### config.mk
export PLATFORM = sky130hd
export DESIGN_NAME = n_bit_serial_subtractor
export DESIGN_NICKNAME = d
export VERILOG_FILES = /design/src/rtl/n_bit_serial_subtractor.sv
export SDC_FILE = /design/constraint.sdc
export NUM_CORES = 1
export LEC_CHECK = 0
export BUFFER_PORTS_ARGS = -buffer_cell sky130_fd_sc_hd__buf_2
export CAP_MARGIN = 20
export CORE_ASPECT_RATIO = 1.5
export CORE_MARGIN = 1.5
export CORE_UTILIZATION = 58
export CTS_CLUSTER_DIAMETER = 40
export DETAILED_ROUTE_END_ITERATION = 10
export PLACE_DENSITY = 0.84
export SYNTH_ARGS = -nofsm -noshare
export SYNTH_HDL_FRONTEND = slang
export SYNTH_SLANG_ARGS = --single-unit
### constraint.sdc
create_clock -name clk -period 3.7 [get_ports clk]
set_input_delay 0.925 -clock clk [delete_from_list [all_inputs] [get_ports clk]]
set_output_delay 0.925 -clock clk [all_outputs]
set_load 0.05 [all_outputs]
### src/rtl/n_bit_serial_subtractor.sv
// Bit-serial N-bit subtractor: computes a - b - bin one bit per clock, LSB first,
// through a single full-subtractor cell, with a start/busy/done handshake.
module n_bit_serial_subtractor #(
  parameter int N = 32
) (
  input  logic         clk,
  input  logic         reset,
  input  logic         start,
  input  logic [N-1:0] a,
  input  logic [N-1:0] b,
  input  logic         bin,
  output logic         busy,
  output logic         done,
  output logic [N-1:0] diff,
  output logic         bout,
  output logic         ov
);

  localparam int CW = $clog2(N);

  typedef enum logic [1:0] {IDLE, RUN, DONE} state_t;

  state_t         state_reg, state_next;
  logic [N-1:0]   a_sh_reg, b_sh_reg, work_reg;
  logic           br_reg, bmsb_reg;
  logic [CW-1:0]  cnt_reg;
  logic           a_i, b_i, d, br_next, last, accept;

  assign a_i     = a_sh_reg[0];
  assign b_i     = b_sh_reg[0];
  assign d       = a_i ^ b_i ^ br_reg;
  assign br_next = (~a_i & b_i) | (~(a_i ^ b_i) & br_reg);
  assign last    = (cnt_reg == CW'(N - 1));

  assign busy = (state_reg == RUN);
  assign done = (state_reg == DONE);

  always_comb begin
    state_next = state_reg;
    accept     = 1'b0;
    case (state_reg)
      IDLE: begin
        if (start) begin
          accept     = 1'b1;
          state_next = RUN;
        end
      end
      RUN: begin
        if (last) state_next = DONE;
      end
      DONE: begin
        if (start) begin
          accept     = 1'b1;
          state_next = RUN;
        end else begin
          state_next = IDLE;
        end
      end
      default: state_next = IDLE;
    endcase
  end

  always_ff @(posedge clk) begin
    if (reset) state_reg <= IDLE;
    else       state_reg <= state_next;
  end

  // work_reg collects the shifting difference so diff only changes at DONE entry.
  always_ff @(posedge clk) begin
    if (reset) begin
      a_sh_reg <= '0;
      b_sh_reg <= '0;
      work_reg <= '0;
      br_reg   <= 1'b0;
      bmsb_reg <= 1'b0;
      cnt_reg  <= '0;
      diff     <= '0;
      bout     <= 1'b0;
      ov       <= 1'b0;
    end else if (accept) begin
      a_sh_reg <= a;
      b_sh_reg <= b;
      br_reg   <= bin;
      cnt_reg  <= '0;
    end else if (state_reg == RUN) begin
      a_sh_reg <= a_sh_reg >> 1;
      b_sh_reg <= b_sh_reg >> 1;
      work_reg <= {d, work_reg[N-1:1]};
      br_reg   <= br_next;
      cnt_reg  <= cnt_reg + 1'b1;
      if (cnt_reg == CW'(N - 2)) bmsb_reg <= br_next;
      // Signed overflow: borrow into the sign bit differs from borrow out of it.
      if (last) begin
        diff <= {d, work_reg[N-1:1]};
        bout <= br_next;
        ov   <= bmsb_reg ^ br_next;
      end
    end
  end

endmodule

==> summary.md <==
| Metric | Value |
|---|---|
| # IOs | 104 |
| Largest stage delay on the critical path | about 0.52 ns |
| Root buf cell | clkbuf_16 |
| Final #Nets | 809 |
| Type of the worst setup path | flip-flop to output port |
| Clk slew on worst S/H paths | 0.05 ns |
| Maximum vdd drop | approximately 0.41 mV |
| Chip height | 123 µm |
| Full die area | 0.0102 mm² |
| FMAX | between 300 and 400 MHz |
| Total CTS buffers | 17 |
| Yosys top cell area share | 49.9% |
| Vias per cell | 5.65 |
| Critical Path AT | approximately 1.9 ns |
| Delay-heaviest family, CP | buffers and inverters |
| Relative slew slack | about a third |
| Total track usage | 24.7% |
| Overall power | 3.56 mW |
| Async SR Flop Fraction | 0% |
| Die Wd | 82.8 µm |
| Setup total negative slack | 0 ns |
| Drt first pass iters | 4 |
| # rows | 43 |
| First-pass GRT wire length | ~20 mm |
| Mapped Cells | 664 |
| Buffers on Ports | between 100 and 150 |
| DR iter-0 viols | 296 |
| Power per cell area | 540 mW/mm² |
| Prevailing post-synth register cell | dfxtp_1 |
| Crit-path slowest cell | clkinv_2 |
| Post-synthesis sequential area ratio | 49.9% |
| Max-cap violations | 0 |
| Syn Std Cell Area | 0.00554 mm² |
| Core Box Area | 0.00925 mm² |
| Buf/Inv on CP | 2 |
| YS warnings | 0 |
| Layout cells sized above 1 | 23.7% |
| Final period util | 76.1% |
| # diodes | 0 |
| Max-slew violations | 0 |
| Clock Path Buffers | 2 |
| Worst Setup End Kind | output port |
| Initial antenna violation count | 0 |
| CTS Hold Bufs | 0 |
| Hold/Removal Path Class | flip-flop to flip-flop |
| Worst-Margin Slew | 0.996 ns |
| Clock skew | 0.00629 ns |
| Initial Util | about three fifths |
| Post-synth EDFFs | 0 |
| Mean Syn Cell Area | approximately 8.3 µm² |
| Max FO, Critical Path | 52 |
| Final Hold Fails | 0 |
| Synthesis-to-layout area growth | 19.1% |
| Crit path time final | ~2.8 ns |
| Number of global-route vias before repair | 4,606 |
| CP Launch Type | flip-flop |
| Leak | 2.50 nW |
| Routed via count | between 4,000 and 5,000 |
| Total congestion overflow | 0 |
| Wire length per cell | 14.5 µm |
| RSZ-0062 raised after global routing | false |
| Area leader, netlist | dfxtp_1 |
| Postcts setup bufs | 0 |
| CTS tree | done |
| Clk Latency, worst-skew pair | ~0.41 ns |
| Routed wire length | about 12 mm |
| Yosys cell types | 33 |
| Syn nets | 736 |
| WP data required | ~2.8 ns |
| Sinks on Clock Net | between 100 and 150 |
| HPWL after DPL | 7.62 mm |
| H-Tree Depth | 4 |
| Fin cells | 860 |
| Placed Instances | 829 |
| Area contributors post-synth | dfxtp_1 50%, nand2_1 15%, a311oi_2 8.7%, a21oi_1 6.7%, nor3_1 3.2% |
| Status | finished clean |
| Drt drc | 0 |
| Setup violators final | 0 |
| Post-synthesis register bit count | 138 |
| Number of fill cells | 713 |
| Largest net degree at the start of global routing | 102 |
| Routability cong. | between 0.7 and 0.8 |
| Detail Route Antenna Nets | 0 |
| # resized after CTS | 0 |
| Critical path, cell by cell | nand2b_4 -> clkinv_2 -> buf_2 |
Yosys cell counts (3+ instances only):
| library cell | number |
|---|---|
| dfxtp_1 | 138 |
| buf_4 | 7 |
| nand2b_1 | 3 |
| inv_1 | 3 |
| a21oi_1 | 74 |
| o22ai_1 | 17 |
| clkbuf_1 | 19 |
| nand2_1 | 215 |
| a311oi_2 | 32 |
| a311oi_1 | 10 |
| a22oi_1 | 4 |
| ha_1 | 3 |
| nand3_1 | 7 |
| buf_2 | 30 |
| nor3_1 | 35 |
| nor2_1 | 46 |
worst register-to-register path, stage by stage, from the launching register on:
cell	delay (ns)
dfxtp_1	0.48
nand2b_4	0.08
clkinv_2	0.48
buf_4	0.56
nand2_1	0.17
a311oi_2	0.31
worst paths after layout:
kind / from / to / slack [ns] / cells past startpoint
hold reg to reg: diff[6]$_SDFFE_PP0P_ / diff[6]$_SDFFE_PP0P_ / 0.45 / 2
setup reg to reg: state_reg[0]$_SDFFE_PP0P_ / a_sh_reg[22]$_SDFFE_PP0P_ / 1.53 / 5
hold / removal: diff[6]$_SDFFE_PP0P_ / diff[6]$_SDFFE_PP0P_ / 0.45 / 2
setup / recovery: state_reg[1]$_SDFFE_PP0P_ / busy / 0.88 / 3
cell usage in the layout, fill, tap and decap left out, types with 2 or more instances in the layout:
master / Yosys / final
buf_4: 7 / 9
a22oi_1: 4 / 4
nand2b_4: 0 / 2
dfxtp_1: 138 / 138
a211oi_1: 2 / 2
o22ai_1: 17 / 17
ha_1: 3 / 3
a311oi_2: 32 / 32
nand3_1: 7 / 7
clkbuf_8: 0 / 4
a21oi_1: 74 / 74
a311oi_1: 10 / 10
inv_1: 3 / 3
nor2_1: 46 / 46
clkbuf_1: 19 / 2
buf_2: 30 / 102
bufinv_16: 0 / 2
clkbuf_16: 0 / 17
nor3_1: 35 / 35
nand2_1: 215 / 215
clkinv_2: 0 / 4
nand3b_1: 2 / 2
final cells by class:
type / instances / area [µm²] / area share (%)
inverter: 4 / 16.3 / 0.246
sequential: 138 / 2760 / 41.9
multi-input combinational: 463 / 2480 / 37.6
tap: 112 / 140 / 2.12
timing repair buffer: 113 / 621 / 9.40
clock inverter: 7 / 91.3 / 1.38
clock buffer: 23 / 488 / 7.39
stage by stage:
stage | worst slack (ns) | utilization [%] | area (µm²) | hold WS (ns)
2_1_floorplan | 1.73 | - | 5540 | 0.432
3_3_place_gp | 1.37 | 64.6 | 5980 | 0.440
3_5_place_dp | 1.26 | 64.8 | 5990 | 0.445
4_1_cts | 0.867 | 71.0 | 6570 | 0.453
5_1_grt | 0.735 | 71.3 | 6600 | 0.476
6_report | 0.883 | 71.3 | 6600 | 0.454
routing by layer:
layer,up-vias,routed length [µm],GRT usage (%),part of all wire [%]
met5,-,0,0,0
met4,0,207,10.0,1.7
met3,21,630,6.72,5.1
met2,144,6500,43.8,52
met1,2277,5100,28.1,41
li1,2415,-,-,-
cell families after synthesis:
| family | Yosys count | share of synthesized area [%] |
|---|---|---|
| adders and majority gates | 4 | 1.04 |
| and+or+nand+nor | 314 | 22.9 |
| muxes | 1 | 0.181 |
| DFF | 138 | 49.9 |
| buffers and inverters | 63 | 5.69 |
| xor gates and xnor gates | 2 | 0.316 |
| AOI/OAI and AO/OA | 142 | 20.1 |
power by group:
group,internal [mW],total [mW],switching [mW],leakage (nW)
clock,1.05,1.64,0.584,0.285
combinational,0.122,0.326,0.203,1.09
sequential,1.56,1.60,0.0415,1.13
(Power assumes the default switching activity.)
